===== src/rtl/sw_pkg.sv =====
// Shared types and defaults for the board slide-switch debounce port.
package sw_pkg;

  typedef enum logic {
    ST_STABLE = 1'b0,
    ST_SETTLE = 1'b1
  } state_t;

  localparam int SW_WIDTH        = 8;
  localparam int SW_STABLE_TICKS = 20;
  localparam int SW_CNT_W        = 8;

endpackage


===== src/rtl/switch_debounce_port_if.sv =====
// Switch-side and CPU-side signals of the debounce port.
interface switch_debounce_port_if
  import sw_pkg::*;
#(
  parameter int WIDTH = SW_WIDTH
);
  logic [WIDTH-1:0] SwIn;
  logic             Ack;
  logic [WIDTH-1:0] SwOut;
  logic             NewData;
  logic [WIDTH-1:0] RiseBits;

  modport master (
    output SwIn,
    output Ack,
    input  SwOut,
    input  NewData,
    input  RiseBits
  );

  modport slave (
    input  SwIn,
    input  Ack,
    output SwOut,
    output NewData,
    output RiseBits
  );
endinterface


===== src/rtl/sync_2ff.sv =====
// Vector two-flop synchronizer; both stages clear on synchronous reset.
module sync_2ff #(
  parameter int WIDTH = 8
) (
  input  logic             clk,
  input  logic             rst,
  input  logic [WIDTH-1:0] d,
  output logic [WIDTH-1:0] q
);
  logic [WIDTH-1:0] meta_p0;

  always_ff @(posedge clk) begin
    if (rst) begin
      meta_p0 <= '0;
      q       <= '0;
    end else begin
      meta_p0 <= d;
      q       <= meta_p0;
    end
  end
endmodule


===== src/rtl/switch_debounce_port.sv =====
// Synchronizes and debounces the slide switches, holding a clean byte plus a
// new-data flag until acknowledged. Define SW_STICKY_RISE_EN for sticky RiseBits.
module switch_debounce_port
  import sw_pkg::*;
#(
  parameter int WIDTH        = SW_WIDTH,
  parameter int STABLE_TICKS = SW_STABLE_TICKS,
  parameter int CNT_W        = SW_CNT_W
) (
  input  logic                  Clk100MHz,
  input  logic                  Clr,
  input  logic                  SmpEn,
  switch_debounce_port_if.slave sw
);
  localparam logic [CNT_W-1:0] LAST = CNT_W'(STABLE_TICKS - 1);

  logic [WIDTH-1:0] sync;
  logic [WIDTH-1:0] cand;
  logic [WIDTH-1:0] sw_out;
  logic             new_data;
  logic [CNT_W-1:0] cnt;
  state_t           state;
  logic             commit;
  logic             commit_chg;

  sync_2ff #(.WIDTH(WIDTH)) u_sync (
    .clk (Clk100MHz),
    .rst (Clr),
    .d   (sw.SwIn),
    .q   (sync)
  );

  // A commit is the last of STABLE_TICKS matching samples after entry.
  assign commit     = SmpEn && (state == ST_SETTLE) && (sync == cand) && (cnt >= LAST);
  assign commit_chg = commit && (cand != sw_out);

  always_ff @(posedge Clk100MHz) begin
    if (Clr) begin
      cand     <= '0;
      cnt      <= '0;
      state    <= ST_STABLE;
      sw_out   <= '0;
      new_data <= 1'b0;
    end else begin
      if (SmpEn) begin
        case (state)
          ST_STABLE: begin
            if (sync != sw_out) begin
              cand  <= sync;
              cnt   <= '0;
              state <= ST_SETTLE;
            end
          end
          ST_SETTLE: begin
            if (sync != cand) begin
              cand <= sync;
              cnt  <= '0;
            end else if (cnt < LAST) begin
              cnt <= cnt + CNT_W'(1);
            end else begin
              state <= ST_STABLE;
              if (cand != sw_out) sw_out <= cand;
            end
          end
          default: state <= ST_STABLE;
        endcase
      end
      // Fresh data outranks a coincident acknowledge.
      if (commit_chg)  new_data <= 1'b1;
      else if (sw.Ack) new_data <= 1'b0;
    end
  end

  assign sw.SwOut   = sw_out;
  assign sw.NewData = new_data;

`ifdef SW_STICKY_RISE_EN
  logic [WIDTH-1:0] rise_bits;

  always_ff @(posedge Clk100MHz) begin
    if (Clr) begin
      rise_bits <= '0;
    end else if (commit_chg) begin
      rise_bits <= (sw.Ack ? '0 : rise_bits) | (cand & ~sw_out);
    end else if (sw.Ack) begin
      rise_bits <= '0;
    end
  end

  assign sw.RiseBits = rise_bits;
`else
  assign sw.RiseBits = '0;
`endif

endmodule


===== src/flat_wrapper.sv =====
// flat-port wrapper written by rule: the top's interface ports become plain ports
module switch_debounce_port_flat import sw_pkg::*;
#(
  parameter int WIDTH        = SW_WIDTH,
  parameter int STABLE_TICKS = SW_STABLE_TICKS,
  parameter int CNT_W        = SW_CNT_W
)
  (Clk100MHz, Clr, SmpEn, sw_SwIn, sw_Ack, sw_SwOut, sw_NewData, sw_RiseBits);
  switch_debounce_port_if #(.WIDTH(WIDTH)) sw_i ();
  input  logic Clk100MHz;
  input  logic Clr;
  input  logic SmpEn;
  input wire logic [$bits(sw_i.SwIn)-1:0] sw_SwIn;
  input wire logic [$bits(sw_i.Ack)-1:0] sw_Ack;
  output wire logic [$bits(sw_i.SwOut)-1:0] sw_SwOut;
  output wire logic [$bits(sw_i.NewData)-1:0] sw_NewData;
  output wire logic [$bits(sw_i.RiseBits)-1:0] sw_RiseBits;
  assign sw_i.SwIn = sw_SwIn;
  assign sw_i.Ack = sw_Ack;
  assign sw_SwOut = sw_i.SwOut;
  assign sw_NewData = sw_i.NewData;
  assign sw_RiseBits = sw_i.RiseBits;
  switch_debounce_port #(.WIDTH(WIDTH), .STABLE_TICKS(STABLE_TICKS), .CNT_W(CNT_W)) u_core (.Clk100MHz(Clk100MHz), .Clr(Clr), .SmpEn(SmpEn), .sw(sw_i));
endmodule

===== config.mk =====
export PLATFORM = sky130hd
export DESIGN_NAME = switch_debounce_port_flat
export DESIGN_NICKNAME = d
export VERILOG_FILES = /design/src/rtl/sw_pkg.sv /design/src/rtl/switch_debounce_port_if.sv /design/src/rtl/sync_2ff.sv /design/src/rtl/switch_debounce_port.sv /design/src/flat_wrapper.sv
export SDC_FILE = /design/constraint.sdc
export NUM_CORES = 1
export LEC_CHECK = 0
export CAP_MARGIN = 20
export CORE_MARGIN = 2
export CORE_UTILIZATION = 35
export DETAILED_ROUTE_END_ITERATION = 7
export GPL_TIMING_DRIVEN = 0
export SLEW_MARGIN = 40
export SYNTH_ARGS = -nofsm -noshare
export SYNTH_HDL_FRONTEND = slang
export SYNTH_HIERARCHICAL = 1
export SYNTH_SLANG_ARGS = --single-unit

===== constraint.sdc =====
create_clock -name Clk100MHz -period 2.1 [get_ports Clk100MHz]
set_input_delay 0.42 -clock Clk100MHz [delete_from_list [all_inputs] [get_ports Clk100MHz]]
set_output_delay 0.42 -clock Clk100MHz [all_outputs]
set_load 0.02 [all_outputs]

# Word-level counts from Yosys, hierarchy flattened
# Index checks and enable logic that the tools add are counted.
[word_totals] out_inout_bits=17 in_bits=12 regBits=42
[op_classes] n_bitwise=3 eq_ne=7 n_mux=13 add_sub_neg=1 order_cmp=2 reduce_logical=8
[op_table] operator="2-to-1 mux 8 bit" count=5
[op_table] operator="case mux 8 bit (2 select lines)" count=2
[op_table] operator="!= test 8 bit" count=3
[op_table] operator="adder 8 x 1 -> 8 bit, second input constant" count=1
[op_table] operator="equality test 8 bit" count=1
[op_table] operator=">= comparator 8 x 5 -> 1 bit, second input constant" count=1
[op_table] operator="< comparator 8 x 5 -> 1 bit, second input constant" count=1
[op_table] operator="AND reduction 3 bit" count=2
[op_table] operator="2-to-1 mux 1 bit" count=5
[op_table] operator="AND reduction 5 bit" count=1
[op_table] operator="logical AND 1 bit" count=4
[op_table] operator="!= test 3 bit, second input constant" count=1
[op_table] operator="inverter 1 bit" count=3
[op_table] operator="!= test 2 x 1 -> 1 bit, second input constant" count=1
[op_table] operator="!= test 2 bit, second input constant" count=1
[op_table] operator="case mux 1 bit (2 select lines)" count=1
[op_table] operator="nonzero test 2 bit" count=1

# Logic depth before layout (Yosys ltp)
[logic_depth] word_depth=5 mapped_depth=6 mapped_depth_nobuf=6

# Cells and area by module
# Netlist, hierarchy kept.
[by_module_without_submodules] module="switch_debounce_port" area_each_um2=1448.9 instances=1 cells_each=163
[by_module_without_submodules] module="sync_2ff" area_each_um2=464.2 instances=1 cells_each=33

# Least setup slack after synthesis
# No wires, ideal clock.
[synth_path] kind="flip-flop to flip-flop" startpoint="register u_core.cnt[0]" endpoint="register u_core.cnt[3]" t_arrival_ns=1.682 path_slack_ns=0.326 path_stages_with_launch=7 setup_time_ns=0.092 path_cell_list="dfxtp_1 ha_1 o31a_1 nor4_4 nand4_1 or3_1 o32ai_1"
[synth_via] elab_chain_cells=4
[synth_rtl] item="start, declared" line_no="switch_debounce_port.sv:21" rtl="logic [CNT_W-1:0] cnt;"
[synth_rtl] item="start signal, assigned" line_no="switch_debounce_port.sv:59" rtl="cnt <= cnt + CNT_W'(1);"
[synth_rtl] item="adder 8 x 1 -> 8 bit" line_no="switch_debounce_port.sv:59"
[synth_rtl] item="2-to-1 mux 8 bit" line_no="switch_debounce_port.sv:58" rtl="end else if (cnt < LAST) begin"
[synth_rtl] item="2-to-1 mux 8 bit" line_no="switch_debounce_port.sv:55" rtl="if (sync != cand) begin"
[synth_rtl] item="case mux 8 bit (2 select lines)" line_no="switch_debounce_port.sv:46" rtl="case (state)"
# Several ways; a longest one is shown, not always the timed one. The select of a mux whose other input is x is not followed.
# A chain may end at the register's enable or synchronous reset.

# Final worst setup path
[layout_path] startpoint="register u_core.sw_out[2], in the netlist u_core/sw.SwOut[2]" endpoint="register u_core.cand[7]"
[layout_via] elab_chain_cells=3
[layout_rtl] item="start, declared" line_no="switch_debounce_port.sv:19" rtl="logic [WIDTH-1:0] sw_out;"
[layout_rtl] item="start signal, assigned" line_no="switch_debounce_port.sv:62" rtl="if (cand != sw_out) sw_out <= cand;"
[layout_rtl] item="!= test 8 bit" line_no="switch_debounce_port.sv:48" rtl="if (sync != sw_out) begin"
[layout_rtl] item="!= test 2 x 1 -> 1 bit (no source line)"
[layout_rtl] item="AND reduction 3 bit (no source line)"
[layout_rtl] item="end signal, assigned" line_no="switch_debounce_port.sv:49" rtl="cand <= sync;"
[layout_rtl] item="end signal, assigned" line_no="switch_debounce_port.sv:56" rtl="cand <= sync;"
[layout_rtl] item="end, declared" line_no="switch_debounce_port.sv:18" rtl="logic [WIDTH-1:0] cand;"
# No other way between the ends.

==> results.sh <==
export IMPL_run_status="finished, final reports clean"
export IMPL_power_share_sequential_pct=55.1
export IMPL_routed_wl_um=3860
export IMPL_first_iter_violations=79
export IMPL_critPathMaxFanout=10
export IMPL_worstSetupEndpointType="register"
export IMPL_synthesis_yosys_warnings=6
export IMPL_yosys_most_used_dff="sky130_fd_sc_hd__dfxtp_1"
export IMPL_number_of_standard_cells_in_the_layout_taps_in_and_fillers_out=302
export IMPL_synthesis_area_per_instance_um2=9.76
export IMPL_reg2reg_from="u_core/sw.SwOut[2]$_SDFFE_PP0P_"
export IMPL_vdd_ir_drop_worst_v=0.000388
export IMPL_wire_per_inst_um=12.8
export IMPL_netlist_cell_type_count=34
export IMPL_grt_setup_unrepaired="no"
export IMPL_critical_path_max_stage_delay_ns=0.45
export IMPL_pwr_density_cell_mw_per_mm2=650
export IMPL_ctsHtreeMaxLevel=2
export IMPL_crit_family="compound AO/OA/AOI/OAI gates"
export IMPL_cell_internal_pwr_mw=1.13
export IMPL_finalNetCount=244
export IMPL_postSynth_asyncResetShare_pct=0
export IMPL_die_x_um=77.9
export IMPL_cts_path_max_buffers=2
export IMPL_rows=26
export IMPL_setup_tns_final_ns=0
export IMPL_required_time_worst_endpoint_ns=2.32
export IMPL_dieArea_mm2=0.00607
export IMPL_vias_per_cell=4.60
export IMPL_die_height_um=77.9
export IMPL_drc_errors=0
export IMPL_data_arrival_critical_path_ns=2.14
export IMPL_final_fill_count=548
export IMPL_timing_setup_critical_path_class="reg -> reg"
export IMPL_crit_path_top_delay_cell="sky130_fd_sc_hd__dfxtp_1"
export IMPL_finalPower_mw=1.51
export IMPL_gp_congestion=0.813
export IMPL_final_hold_violation_count=0
export IMPL_hp_class="reg -> reg"
export IMPL_vias=1390
export IMPL_global_route_wire_length_before_repair_um=6840
export IMPL_boundaryPins=29
export IMPL_cts_reportedPaths_clkPinSlew_ns=0.08
export IMPL_power_combinational_fraction_pct=11.1
export IMPL_synthesis_instances=196
export IMPL_cp_start_kind="register"
export IMPL_globalRouteOverflowTotal=0
export IMPL_port_buffers=20
export IMPL_maxCapViolCount=0
export IMPL_dp_hpwl_um=2790
export IMPL_switching_share_pct=25.3
export IMPL_final_core_util_pct=44.7
export IMPL_postRouteAntennaNets=0
export IMPL_pwr_share_clk_pct=33.9
export IMPL_period_needed_ns=1.92
export IMPL_cts_tree="built"
export IMPL_cts_sinks=42
export IMPL_fin_worst_skew_ns=0.00261
export IMPL_worst_path_cell_trace="xnor2_1 -> nand3_1 -> o41ai_1 -> clkbuf_1 -> o21ai_0 -> a21oi_1"
export IMPL_cts_buffers=5
export IMPL_post_synth_instance_area_mm2=0.00191
export IMPL_worst_path_buf_inv=1
export IMPL_setup_violations_final=0
export IMPL_area_delta_synth_final_pct=21.6
export IMPL_drive_above_1_share_pct=15.9
export IMPL_crit_start="u_core/sw.SwOut[2]$_SDFFE_PP0P_"
export IMPL_grt_antenna_before_repair=0
export IMPL_finalMaxSlewViolations=0
export IMPL_fmax_achieved_mhz=522
export IMPL_firstDrtPassIters=4
export IMPL_num_antenna_cells=0
export IMPL_grt_pass1_vias=1404
export IMPL_cellLeakagePower_nw=0.821
export IMPL_maximum_number_of_pins_on_one_net_before_global_route_repair=15
export IMPL_min_period_over_period_pct=91.2
export IMPL_postSynthRegisterBits=42
export IMPL_min_from="u_core/u_sync/meta_p0[1]$_SDFF_PP0_"
export IMPL_total_switching_power_mw=0.383
export IMPL_cts_root_buffer_cell="sky130_fd_sc_hd__clkbuf_8"
export IMPL_global_route_usage_total_pct=14.5
export IMPL_initial_utilization_pct=36.8
export IMPL_placed_cells_incl_taps=293
export IMPL_synth_enable_flop_cells=0
export IMPL_clkLatencyLatePin_ns=0.29
export IMPL_fp_coreArea_mm2=0.00520
export IMPL_synth_sequential_area_ratio_pct=44.0
==> registers in the layout (all words and copies together) (netlist names) <==
signal / cells
u_core/cand: 8
u_core/cnt: 8
u_core/sw.SwOut: 8
u_core/u_sync/meta_p0: 8
u_core/u_sync/q: 8
u_core/state: 1
u_core/sw.NewData: 1
==> cell families after synthesis <==
logic type               after synthesis  synth area share, %
AND/OR/NAND/NOR                       72                 25.2
flip-flops                            42                 44.0
AO/OA/AOI/OAI                         30                 9.29
XOR/XNOR                              24                 11.0
buffers and inverters                 18                 5.56
multiplexers                           8                 4.19
adder cells (fa/ha/maj)                1                0.654
other                                  1                0.196
==> synthesized netlist by cell type, types with 2 or more instances <==
master | instances | share of area, %
sky130_fd_sc_hd__nand4_1 | 8 | 2.6
sky130_fd_sc_hd__o21a_1 | 2 | 0.78
sky130_fd_sc_hd__nor3_1 | 2 | 0.52
sky130_fd_sc_hd__mux2i_1 | 8 | 4.2
sky130_fd_sc_hd__a21oi_1 | 11 | 2.9
sky130_fd_sc_hd__nor2b_2 | 7 | 3.2
sky130_fd_sc_hd__dfxtp_1 | 42 | 44
sky130_fd_sc_hd__nor2_1 | 3 | 0.59
sky130_fd_sc_hd__nand3_1 | 9 | 2.4
sky130_fd_sc_hd__xnor2_1 | 23 | 11
sky130_fd_sc_hd__nand2b_1 | 22 | 7.2
sky130_fd_sc_hd__and2b_2 | 6 | 2.7
sky130_fd_sc_hd__clkbuf_1 | 8 | 1.6
sky130_fd_sc_hd__or3_1 | 2 | 0.65
sky130_fd_sc_hd__nand2_1 | 3 | 0.59
sky130_fd_sc_hd__buf_4 | 8 | 3.1
sky130_fd_sc_hd__o21ai_0 | 11 | 2.9
sky130_fd_sc_hd__nor2b_1 | 3 | 0.98
sky130_fd_sc_hd__nor3b_1 | 3 | 1.2
==> metrics by stage <==
stage	hold WS (ns)	cell area (µm²)	worst slack (ns)
4_1_cts	0.450	2320	0.0269
3_5_place_dp	0.429	2230	-0.442
6_report	0.447	2330	0.184
2_1_floorplan	0.414	1940	0.326
5_1_grt	0.465	2330	0.0292
3_3_place_gp	0.421	2230	-0.486
==> cell usage in the layout (no fill, tap or decap), types with 2 or more instances in the layout <==
master / count
sky130_fd_sc_hd__nand3_1: 9
sky130_fd_sc_hd__clkdlybuf4s50_1: 20
sky130_fd_sc_hd__clkbuf_8: 5
sky130_fd_sc_hd__nand2b_1: 22
sky130_fd_sc_hd__nand4_1: 8
sky130_fd_sc_hd__nand2_1: 3
sky130_fd_sc_hd__clkbuf_1: 6
sky130_fd_sc_hd__nor3_1: 2
sky130_fd_sc_hd__nor2b_1: 3
sky130_fd_sc_hd__clkbuf_2: 2
sky130_fd_sc_hd__nor2b_2: 7
sky130_fd_sc_hd__nor2_1: 3
sky130_fd_sc_hd__dfxtp_1: 42
sky130_fd_sc_hd__or3_1: 2
sky130_fd_sc_hd__buf_4: 9
sky130_fd_sc_hd__nor3b_1: 3
sky130_fd_sc_hd__o21ai_0: 11
sky130_fd_sc_hd__a21oi_1: 11
sky130_fd_sc_hd__mux2i_1: 8
sky130_fd_sc_hd__o21a_1: 2
sky130_fd_sc_hd__xnor2_1: 23
sky130_fd_sc_hd__and2b_2: 6
sky130_fd_sc_hd__conb_1: 8
==> per-layer routing <==
metal / track usage [%] / vias up / part of all wire [%]
li1: - / 720 / -
met1: 19.5 / 632 / 48
met2: 21.8 / 33 / 46
met3: 3.95 / 5 / 4.7
met4: 5.96 / 0 / 1.1
met5: 0 / - / 0
==> final timing paths <==
| kind | endpoint | slack (ns) | cells after the start |
|---|---|---|---|
| min | u_core/u_sync/q[1]$_SDFF_PP0_ | 0.45 | 1 |
| max | u_core/cand[7]$_SDFFE_PP0P_ | 0.18 | 6 |
| max reg2reg | u_core/cand[7]$_SDFFE_PP0P_ | 0.18 | 6 |
| min reg2reg | u_core/u_sync/q[1]$_SDFF_PP0_ | 0.45 | 1 |
==> final cells by class <==
cell class,instances,area (µm²),share of cell area [%]
clock inverter,3,21.3,0.914
multi-input combinational,143,992,42.6
clock buffer,5,68.8,2.96
sequential,42,841,36.1
tap,70,87.6,3.76
timing repair buffer,21,208,8.92
buffer,18,109,4.68
==> power groups by stage <==
stage                     registers, mW  logic [mW]  clock network (mW)
after floorplan                   0.848       0.119                   0
after global placement            0.852       0.168                   0
after detailed placement          0.852       0.168                   0
after CTS                         0.833       0.169               0.536
after global routing              0.836       0.187               0.579
final                             0.833       0.168               0.512
==> timing repair <==
action | 4_1_cts | 5_1_grt
hold buffers | 0 | 0
pin swaps | 0 | 1
setup endpoints to repair | 10 | 12
buffers inserted | 0 | 1
resized for setup | 1 | 2
Power figures use the tool's default switching activity.
